[config.mk]
export PLATFORM = sky130hd
export DESIGN_NAME = spi_adxl362_responder
export DESIGN_NICKNAME = d
export VERILOG_FILES = /design/src/rtl/spi_adxl362_pkg.sv /design/src/rtl/spi_adxl362_responder_sync_edge.sv /design/src/rtl/spi_adxl362_responder.sv
export SDC_FILE = /design/constraint.sdc
export NUM_CORES = 1
export LEC_CHECK = 0
export CORE_MARGIN = 4
export CORE_UTILIZATION = 24
export DETAILED_ROUTE_END_ITERATION = 12
export GPL_ROUTABILITY_DRIVEN = 1
export SYNTH_ARGS = -nofsm -noshare
export SYNTH_HDL_FRONTEND = slang
export SYNTH_SLANG_ARGS = --single-unit
[constraint.sdc]
create_clock -name clkIn -period 28.7 [get_ports clkIn]
set_input_delay 5.74 -clock clkIn [delete_from_list [all_inputs] [get_ports clkIn]]
set_output_delay 5.74 -clock clkIn [all_outputs]
set_load 0.01 [all_outputs]
[src/rtl/spi_adxl362_pkg.sv]
// Shared constants, state encoding and a small helper for the ADXL362-style SPI responder.
package spi_adxl362_pkg;

    localparam logic [7:0] CMD_WRITE    = 8'h0A;
    localparam logic [7:0] CMD_READ     = 8'h0B;
    localparam logic [7:0] REG_DEVID_AD = 8'h00;

    typedef enum logic [2:0] {
        ST_IDLE   = 3'd0,
        ST_CMD    = 3'd1,
        ST_ADDR_W = 3'd2,
        ST_ADDR_R = 3'd3,
        ST_DATA_W = 3'd4,
        ST_DATA_R = 3'd5,
        ST_IGNORE = 3'd6
    } state_t;

    // Completes a byte from the 7 bits already held plus the bit arriving now.
    function automatic logic [7:0] shiftIn(input logic [6:0] held, input logic newBit);
        return {held, newBit};
    endfunction

endpackage

[src/rtl/spi_adxl362_responder_sync_edge.sv]
// Multi-flop synchronizer for an asynchronous line plus registered rise/fall pulses.
module spi_sync_edge #(
    parameter int STAGES = 2
) (
    input  logic clkIn,
    input  logic rstIn,
    input  logic asyncIn,
    output logic riseOut,
    output logic fallOut
);

    logic [STAGES-1:0] chain;
    logic              prevQ;

    // Pulses are registered so a line change shows up as an edge STAGES+1 cycles later.
    always_ff @(posedge clkIn or posedge rstIn) begin
        if (rstIn) begin
            chain   <= '0;
            prevQ   <= 1'b0;
            riseOut <= 1'b0;
            fallOut <= 1'b0;
        end else begin
            chain   <= {chain[STAGES-2:0], asyncIn};
            prevQ   <= chain[STAGES-1];
            riseOut <= chain[STAGES-1] & ~prevQ;
            fallOut <= ~chain[STAGES-1] & prevQ;
        end
    end

endmodule

[src/rtl/spi_adxl362_responder.sv]
// SPI mode-0 register-access responder modelled on the ADXL362 command set,
// fully oversampled on clkIn (SCLK never clocks any flop).
module spi_adxl362_responder
    import spi_adxl362_pkg::*;
#(
    parameter int         ADDR_WIDTH  = 6,
    parameter int         RO_LIMIT    = 4,
    parameter logic [7:0] DEVID       = 8'hAD,
    parameter int         SYNC_STAGES = 2
) (
    input  logic                  clkIn,
    input  logic                  rstIn,
    input  logic                  sclkIn,
    input  logic                  csLowIn,
    input  logic                  mosiIn,
    output logic                  misoOut,
    output logic                  misoOeOut,
    output logic                  wrStrobeOut,
    output logic [ADDR_WIDTH-1:0] wrAddrOut,
    output logic [7:0]            wrDataOut,
    output logic                  rdStrobeOut,
    output logic                  xferActiveOut,
    output logic                  errCmdOut,
    output logic [2:0]            dbgState
);

    localparam int                  DEPTH  = 2 ** ADDR_WIDTH;
    localparam logic [ADDR_WIDTH:0] RO_LIM = RO_LIMIT[ADDR_WIDTH:0];

    state_t                  state;
    logic [2:0]              bitCnt;
    logic [6:0]              rxShift;
    logic [7:0]              txShift;
    logic [ADDR_WIDTH-1:0]   addr;
    logic [7:0]              regs [DEPTH];

    logic [SYNC_STAGES-1:0]  csChain;
    logic [SYNC_STAGES-1:0]  mosiChain;
    logic                    csSync;
    logic                    mosiSync;
    logic                    sclkRise;
    logic                    sclkFall;
    logic [7:0]              rxByte;
    logic                    byteDone;
    logic [ADDR_WIDTH-1:0]   rxAddr;
    logic [ADDR_WIDTH-1:0]   addrInc;

    spi_sync_edge #(.STAGES(SYNC_STAGES)) sclkSync (
        .clkIn   (clkIn),
        .rstIn   (rstIn),
        .asyncIn (sclkIn),
        .riseOut (sclkRise),
        .fallOut (sclkFall)
    );

    always_ff @(posedge clkIn or posedge rstIn) begin
        if (rstIn) begin
            csChain   <= '1;
            mosiChain <= '0;
        end else begin
            csChain   <= {csChain[SYNC_STAGES-2:0], csLowIn};
            mosiChain <= {mosiChain[SYNC_STAGES-2:0], mosiIn};
        end
    end

    assign csSync   = csChain[SYNC_STAGES-1];
    assign mosiSync = mosiChain[SYNC_STAGES-1];
    assign rxByte   = shiftIn(rxShift, mosiSync);
    assign byteDone = sclkRise && (bitCnt == 3'd7);
    assign rxAddr   = rxByte[ADDR_WIDTH-1:0];
    assign addrInc  = addr + 1'b1;

    // wrStrobeOut/rdStrobeOut/errCmdOut are single-cycle valid pulses with no
    // ready/backpressure: a consumer must capture them (and wrAddrOut/wrDataOut)
    // in the cycle they are high.
    always_ff @(posedge clkIn or posedge rstIn) begin
        if (rstIn) begin
            state       <= ST_IDLE;
            bitCnt      <= 3'd0;
            rxShift     <= 7'd0;
            txShift     <= 8'd0;
            addr        <= '0;
            wrStrobeOut <= 1'b0;
            wrAddrOut   <= '0;
            wrDataOut   <= 8'd0;
            rdStrobeOut <= 1'b0;
            errCmdOut   <= 1'b0;
            for (int i = 0; i < DEPTH; i++) begin
                regs[i] <= 8'h00;
            end
            regs[REG_DEVID_AD[ADDR_WIDTH-1:0]] <= DEVID;
        end else begin
            wrStrobeOut <= 1'b0;
            rdStrobeOut <= 1'b0;
            errCmdOut   <= 1'b0;
            if (csSync) begin
                state  <= ST_IDLE;
                bitCnt <= 3'd0;
            end else if (state == ST_IDLE) begin
                state  <= ST_CMD;
                bitCnt <= 3'd0;
            end else begin
                // Only shift mid-byte: the falling edge that closes a byte must
                // not disturb the byte just loaded for the next transfer.
                if (sclkFall && (state == ST_DATA_R) && (bitCnt != 3'd0)) begin
                    txShift <= {txShift[6:0], 1'b0};
                end
                if (sclkRise) begin
                    rxShift <= rxByte[6:0];
                    bitCnt  <= bitCnt + 3'd1;
                end
                if (byteDone) begin
                    unique case (state)
                        ST_CMD: begin
                            if (rxByte == CMD_WRITE) begin
                                state <= ST_ADDR_W;
                            end else if (rxByte == CMD_READ) begin
                                state <= ST_ADDR_R;
                            end else begin
                                state     <= ST_IGNORE;
                                errCmdOut <= 1'b1;
                            end
                        end
                        ST_ADDR_W: begin
                            addr  <= rxAddr;
                            state <= ST_DATA_W;
                        end
                        ST_ADDR_R: begin
                            addr        <= rxAddr;
                            txShift     <= regs[rxAddr];
                            rdStrobeOut <= 1'b1;
                            state       <= ST_DATA_R;
                        end
                        ST_DATA_W: begin
                            if ({1'b0, addr} >= RO_LIM) begin
                                regs[addr]  <= rxByte;
                                wrStrobeOut <= 1'b1;
                                wrAddrOut   <= addr;
                                wrDataOut   <= rxByte;
                            end
                            addr <= addrInc;
                        end
                        ST_DATA_R: begin
                            addr        <= addrInc;
                            txShift     <= regs[addrInc];
                            rdStrobeOut <= 1'b1;
                        end
                        default: ;
                    endcase
                end
            end
        end
    end

    assign misoOeOut     = (state == ST_DATA_R) && !csSync;
    assign misoOut       = misoOeOut & txShift[7];
    assign xferActiveOut = ~csSync;
    assign dbgState      = state;

endmodule
* Word-level counts from Yosys, hierarchy flattened
Index checks and enable logic that the tools add are counted.
W data, S select, Z words.
** Word-level totals
- Output and inout port bits :: 23
- Word-level logic and storage cells :: 162
- Input bits :: 5
- Flip-flop bits (word level) :: 565
** Operators by class
- Reductions and logical operators :: 20
- Mux-type cells :: 37
- Add/subtract/negate cells :: 2
- Magnitude comparators :: 5
- Eq/ne operators :: 8
- Bitwise operators :: 10
** Operators with widths (number)
- $bwmux W512 :: 1
- $bmux W8 S6 :: 2
- $mux W8 :: 7
- $demux W8 S6 :: 1
- $mux W3 :: 8
- $ge A7 B7 Y1 const B :: 3
- $not A6 Y7 :: 3
- $eq A8 B4 Y1 const B :: 2
- $pmux W8 S2 :: 1
- $mux W1 :: 15
- $pmux W6 S2 :: 1
- $eq A3 B3 Y1 const B :: 3
- $pmux W3 S3 :: 1
- $reduce_bool A3 Y1 :: 3
- $lt A7 B1 Y1 const B :: 1
- $add A6 B1 Y6 const B :: 1
- $eq A3 B2 Y1 const B :: 2
- $ge A6 B3 Y1 const B :: 1
- $reduce_or A2 Y1 :: 3
- $logic_and A1 B1 Y1 :: 5
- $reduce_and A5 Y1 :: 1
- $reduce_bool A5 Y1 :: 1
- $not A1 Y1 :: 4
- $reduce_and A2 Y1 :: 2
- other kinds (8) :: 10

* Longest topological paths before layout
Gate-level depths: netlist of the first run.
- Depth in word-level cells :: 7
- Depth in mapped cells :: 12

* By module
From an unflattened synthesis of the first run, not the netlist that was laid out.
** Unflattened totals
- Cell total of the unflattened synthesis :: 2090
- Area total of the unflattened synthesis :: 29874.9 um^2
** By module, submodules not included
- spi_adxl362_responder :: cells an instance 2082, area each 29731.0 um^2, times used 1
- spi_sync_edge :: cells an instance 8, area each 143.9 um^2, times used 1

* Least setup slack after synthesis of the first run
Ideal clock, no wire load.
- Path type :: reg-to-output
- From :: register state[1], in the netlist dbgState[1]
- To :: output misoOut
- Data required time :: 22.960 ns
- Arrival :: 1.289 ns
- Stages on the path, launching flop included :: 5
- Path slack :: 21.671 ns
- Cells stage by stage :: dfrtp_1 > nor2b_1 > nand2_1 > nor2_1 > and2_1
** On the way
- Longest elaborated chain between the ends :: 3
** Ends and longest elaborated chain
- start: declaration :: RTL line spi_adxl362_responder.sv:30 : state_t state;
- start signal: assignment :: RTL line spi_adxl362_responder.sv:78 : state <= ST_IDLE;
- start signal: assignment :: RTL line spi_adxl362_responder.sv:97 : state <= ST_IDLE;
- start signal: assignment :: RTL line spi_adxl362_responder.sv:100 : state <= ST_CMD;
- $eq A3 B3 Y1 :: RTL line spi_adxl362_responder.sv:155 : assign misoOeOut = (state == ST_DATA_R) && !csSync;
- $logic_and A1 B1 Y1 :: RTL line spi_adxl362_responder.sv:155
- named net misoOeOut :: RTL line spi_adxl362_responder.sv:17 : output logic misoOeOut,
- $and A1 B1 Y1 :: RTL line spi_adxl362_responder.sv:156 : assign misoOut = misoOeOut & txShift[7];
- end: declaration :: RTL line spi_adxl362_responder.sv:16 : output logic misoOut,
The timed path passes the listed nets, and every way through them passes these cells.

==> results of run 1 <==
[worst paths after layout]
check                                to  slack [ns]  cells after the start
max                           regs[276]       19.51                      5
min                        mosiChain[1]        0.35                      0
max reg2reg                  txShift[6]       23.77                      9
min reg2reg                mosiChain[1]        0.35                      0
max in group clkIn              misoOut       20.28                      5
min in group asynchronous       regs[4]        5.78                      2
[layout make-up]
cell class                 count  area (sq um)  share of cell area [%]
antenna                        1          2.50                 0.00745
tap                         1637          2050                    6.09
inverter                      18          75.1                   0.223
multi-input combinational   1321         14900                    44.3
clock buffer                  93          1760                    5.22
clock inverter                16           124                   0.369
timing repair buffer          63           553                    1.65
sequential                   565         14200                    42.2
[cells by family after synthesis]
family	Yosys count	share of synthesized area (%)
mux	811	39.8
flops	565	47.1
simple gates	349	5.75
buf+inv	219	3.63
compound gates	149	3.35
xor+xnor	7	0.229
fa+ha+maj	5	0.208
[through the flow]
step | worst slack (ns) | power (W)
5_1_grt | 18.99 | 0.00183
2_1_floorplan | 7.17 | 0.000967
3_5_place_dp | 18.74 | 0.00103
6_report | 19.51 | 0.00177
3_3_place_gp | 18.75 | 0.00103
4_1_cts | 19.41 | 0.00179
[sequential cells by signal, summed over array words and instances, names as in the netlist, 2 cells and up]
name / count
txShift: 8
addr: 6
wrAddrOut: 6
sclkSync.chain: 2
dbgState: 3
bitCnt: 3
wrDataOut: 8
regs: 512
rxShift: 7
mosiChain: 2
csChain: 2
[report_power, final]
part	leakage (nW)	switching (W)	total [W]	internal (W)
combinational	5.74	0.000133	0.000185	0.0000524
sequential	7.84	0.0000313	0.000832	0.000801
clock	0.933	0.000324	0.000750	0.000427
total	14.5	0.000488	0.00177	0.00128
[worst max-delay path: cells and delay by family]
| family | cells | cell delay (ns) |
|---|---|---|
| buffers and inverters | 5 | 3.71 |
[per-layer routing]
layer / global-route usage, % / up-vias / wire (microns)
met1: 18.2 / 9968 / 38300
met4: 4.27 / 0 / 2840
li1: - / 7826 / -
met3: 1.76 / 140 / 4690
met2: 18.9 / 625 / 37400
met5: 0 / - / 0
[cell usage after synthesis (all sizes together), types with 5 or more instances]
cell      n
nor3     11
nand3    30
dfrtp   558
buf      83
ha        5
dfstp     7
a22oi    19
mux2    473
and2      8
nand4    12
a32oi     9
nand2   181
o21ai    46
mux2i    79
mux4    259
inv      18
o22ai    12
and3      7
nor2     62
a222oi    5
o211ai    9
nor2b    15
a31oi     8
a32o      5
clkbuf  118
a21oi    15
==> results.md, run 1 <==
- Outcome: finished, final reports clean
- Final clock skew: around 0.026 ns
- Critical path, cell by cell: clkdlybuf4s50_1 -> inv_8 -> buf_4 -> buf_4 -> buf_4
- Ys Warns: 0
- CTS tree: yes
- Most common cell after layout, fill and taps aside: dfrtp_1
- Die Wd: 362 microns
- EDFF count, synth: 0
- Number of hold violations in the final report: 0
- Largest net degree at the start of global routing: roughly 130
- # DRC: 0
- Routed length per instance: between 20 and 25 microns
- Final wirelength: 83.2 mm
- Worst vdd ir: roughly 0.000048 V
- Root buf cell: clkbuf_16
- Inst Count DP: 3604
- CP arrival: 9.78 ns
- Final Core Density: 27.1%
- Clock sinks: around 570
- Setup total negative slack: 0 ns
- Final setup fails: 0
- Critical path origin: rstIn
- Worst skew pair latency: between 0.6 and 0.7 ns
- CTS hold repair buffers: 0
- First DRT Iteration DRCs: between 1500 and 2000
- Layout Cells excl Fill: 3714
- First-pass GRT wire length: between 100 and 150 mm
- Critical path type: primary input to asynchronous set/reset pin
- Hold_sp: mosiChain[0]
- Max cap viols: 0
- Initial antenna violation count: 0
- Fin. max-slew vios: 0
- Post-synth net total: ~2100
- RSZ-0062 raised after global routing: false
- Final GP Congestion: ~0.89
- Area growth, synth to finish: 11.8%
- Global-route usage over all layers: 12.5%
- Synth top area cells: dfrtp_1, mux4_2, mux2_2, mux2i_1, nand2_1
- Die ar.: approximately 0.13 sq mm
- Vias per cell: 5.00
- DRT antenna net count: 0
- Via count: between 15000 and 20000
- F_max: 0.109 GHz
- Crit start category: primary input
- Post-synth ARST share: between 90% and 100%
- Crit. End Element: asynchronous set/reset pin
- Crit path largest cell delay: between 0.8 and 0.9 ns
- Fillcell total: 12588
- Placed cell areas: 0.0317 sq mm
- Worst path most repeated cell: buf_4
- Port bufs: 27
- Chip Height: 362 microns
- Grt ovf: 0
- Final min period: around 9.2 ns
- Layout cells sized above 1: a little over two fifths
- HPWL after DPL: 52.6 mm
- Drt first pass iters: 7
- Actual slew at the worst max-slew pin: around 1.2 ns
- Rows: between 100 and 150
- Cell area after layout: ~0.034 sq mm
- Crit path required time: roughly 29 ns
- H-tree depth: 2
- Synth Instances: around 2100
- # nets final: just over 2000
- Most frequent cells in the layout: dfrtp_1, mux2_2, mux4_2
- Initial core utilization: around 24%
- R2R Path Start: addr[0]
- Avg Cell Area, Syn: 14.3 sq um
- Final hold slack: between 0.3 and 0.4 ns
- CP max stage cell: buf_4
- Worst-path maximum fanout: 133
- Post-CTS setup repair buffer count: 0
- CTS clock-pin slew for the worst setup and hold paths: 0.06 ns
- Max Root-Sink Buffers: 3
- Core ar.: about 0.12 sq mm
- Min-Delay Path Class: flop to flop
- Synthesis-stage register bit count: about 570
- Post_cts resized: 0
- Number of global-route vias before repair: around 18000
- Sequential area share after synthesis: roughly 47%
- Worst slew margin: between 20% and 30%
- Leading area contributor after synthesis: dfrtp_1
- Power per standard cell area: 52.6 mW/mm^2
- Leak: 14.5 nW
- Final period util: about a third
- IO Count: 28
- Area share of the largest cell type after synthesis: 46.4%
- Ys flop type: dfrtp_1
- Synthesized area: between 0.03 and 0.04 sq mm
- Post-synth cell types: between 60 and 70
- Num CTS Buffers: 59
No activity file was read; power rests on OpenSTA's default activity.
==> run 2, diff against run 1 <==
- clock period: 28.7 -> 7.8 ns (I/O delays scaled with it)
==> run 2 against run 1 <==
Compared with the run above:
- setup slack got worse by 16 ns
- combinational power increased to 4.1 times the previous value
- utilization increased by 0.060 points
- global-route usage increased by 0.75 points
- die area unchanged
- total power increased to 3.7 times the previous value
- non-clock buffer count unchanged
- clock skew decreased by 0.0066 ns
- hold slack improved by 0.0037 ns
- first-iteration DRC count increased by 11%
- routed wire length increased by 5.4%
- sequential power increased to 3.6 times the previous value
==> results.md, run 2 (same netlist as run 1, synthesis figures left out) <==
- Initial core utilization: between 20% and 30%
- Critical path type: flop to flop
- Largest net degree at the start of global routing: between 100 and 150
- Crit path required time: between 8 and 9 ns
- Leak: 14.5 nW
- Vias per cell: between 5 and 6
- Final setup fails: 0
- Critical path buffer and inverter count: 2
- Clock sinks: about 570
- Worst slew margin: about 28%
- Core ar.: between 0.1 and 0.15 sq mm
- Post-CTS setup repair buffer count: 0
- CTS clock-pin slew for the worst setup and hold paths: about 0.060 ns
- First-pass GRT wire length: around 130 mm
- Most common cell after layout, fill and taps aside: dfrtp_1
- Sw frac: between 20% and 30%
- Crit start category: flop
- Post_cts resized: 0
- Fillcell total: 12599
- Routed length per instance: between 20 and 25 microns
- Crit. End Element: flop
- Layout Cells excl Fill: 3712
- Final hold slack: between 0.3 and 0.4 ns
- Critical path, cell by cell: buf_12 -> ha_1 -> xnor2_2 -> buf_4 -> mux4_2 -> nand2_1 -> a32oi_1 -> and3_1 -> a211oi_1 -> a222oi_1
- Final period util: 56.7%
- P_sw: about 0.0018 W
- CP max stage cell: dfrtp_4
- Multi-input gate area: ~0.015 sq mm
- Final clock skew: 0.0197 ns
- Worst vdd ir: between 0.00015 and 0.0002 V
- Inst Count DP: between 3000 and 4000
- Die ar.: 0.131 sq mm
- Num CTS Buffers: 60
- Actual slew at the worst max-slew pin: ~1.1 ns
- Sequential power share: around 46%
- Registers with the most flip-flops: regs (512), txShift (8), wrDataOut (8)
- Global-route usage over all layers: around an eighth
- Root buf cell: clkbuf_16
- Outcome: finished, final reports clean
- Max cap viols: 0
- Number of global-route vias before repair: around 19000
- Final GP Congestion: 0.918
- Clk pwr share: 42.6%
- Final wirelength: approximately 88 mm
- Number of hold violations in the final report: 0
- Layout cells sized above 1: a little over two fifths
- Max reg flops: 512
- Final min period: ~4.4 ns
- Worst skew pair latency: ~0.63 ns
- F_max: between 0.2 and 0.25 GHz
- CTS tree: yes
- IO Count: 28
- Via count: about 19000
- Fin. max-slew vios: 0
- HPWL after DPL: between 50 and 60 mm
- Crit path largest cell delay: slightly below 0.9 ns
- Rows: between 100 and 150
- DR WL met3: between 6 and 7 mm
- Grt ovf: 0
- Port bufs: 27
- Reg area: about 0.014 sq mm
- Logic pwr share: a little under an eighth
- DRT met1 WL: 38.6 mm
- Antenna cells: 0
- Worst-path maximum fanout: 77
- DRT antenna net count: 0
- CP arrival: 4.87 ns
- Met2 wire length: 39.6 mm
- RSZ-0062 raised after global routing: false
- Int Pwr: 0.00475 W
- Most flop-heavy register: regs
- # nets final: ~2000
- Chip Height: roughly 360 microns
- Critical path's top delay family: buffers and inverters
- Max Root-Sink Buffers: 3
- CTS hold repair buffers: 0
- Power per standard cell area: 195 mW/mm^2
- Uppermost layer routed: met4
- First DRT Iteration DRCs: between 1500 and 2000
- Drt first pass iters: 7
- Initial antenna violation count: 1
- Setup total negative slack: 0 ns
- Die Wd: around 360 microns
- Min-Delay Path Class: flop to flop
- Pwr Total: between 0.006 and 0.007 W
- # DRC: 0
- H-tree depth: 2
- Area growth, synth to finish: 12.0%
- Most frequent cells in the layout: dfrtp_1, mux2_2, mux4_2
run 2: cell type report:
| cell class | instances | share of cell area (%) |
|---|---|---|
| inverter | 18 | 0.212 |
| clock inverter | 9 | 0.238 |
| sequential | 565 | 42.1 |
| clock buffer | 99 | 5.37 |
| tap | 1637 | 6.08 |
| multi-input combinational | 1321 | 44.2 |
| timing repair buffer | 63 | 1.83 |
run 2: power by group through the flow:
stage / clock network, W / logic (W) / registers (W)
final: 0.00280 / 0.000762 / 0.00301
after global routing: 0.00298 / 0.000809 / 0.00301
after CTS: 0.00286 / 0.000762 / 0.00301
after detailed placement: 0 / 0.000760 / 0.00306
after global placement: 0 / 0.000763 / 0.00306
after floorplan: 0 / 0.000553 / 0.00301
run 2: metrics by stage:
step	setup slack (ns)	utilization [%]	instance area (sq um)
floorplan	-1.45	-	30100
global placement	3.38	25.6	31800
detailed placement	3.37	25.6	31800
CTS	3.33	27.1	33700
global route	3.05	27.1	33700
finish	3.37	27.1	33700
run 2: final timing paths:
path	slack [ns]	depth (start not counted)	to	startpoint
max in group asynchronous	4.81	4	rxShift[0]	rstIn
hold / removal	0.35	0	mosiChain[1]	mosiChain[0]
setup reg to reg	3.37	10	txShift[1]	addr[0]
hold reg to reg	0.35	0	mosiChain[1]	mosiChain[0]
setup / recovery	3.37	10	txShift[1]	addr[0]
min in group asynchronous	1.50	3	regs[44]	rstIn
run 2: routing by layer:
| metal | vias to the layer above | track usage (%) |
|---|---|---|
| met4 | 0 | 4.36 |
| met5 | - | 0 |
| met2 | 786 | 20.3 |
| met3 | 162 | 2.50 |
| li1 | 7835 | - |
| met1 | 10135 | 18.8 |
run 2: worst reg2reg max path, cell delays in order, from the launching register on:
cell      delay (ns)
dfrtp_4         0.88
buf_12          0.60
ha_1            0.65
xnor2_2         0.16
buf_4           0.61
mux4_2          0.60
nand2_1         0.09
a32oi_1         0.09
and3_1          0.23
a211oi_1        0.22
a222oi_1        0.13
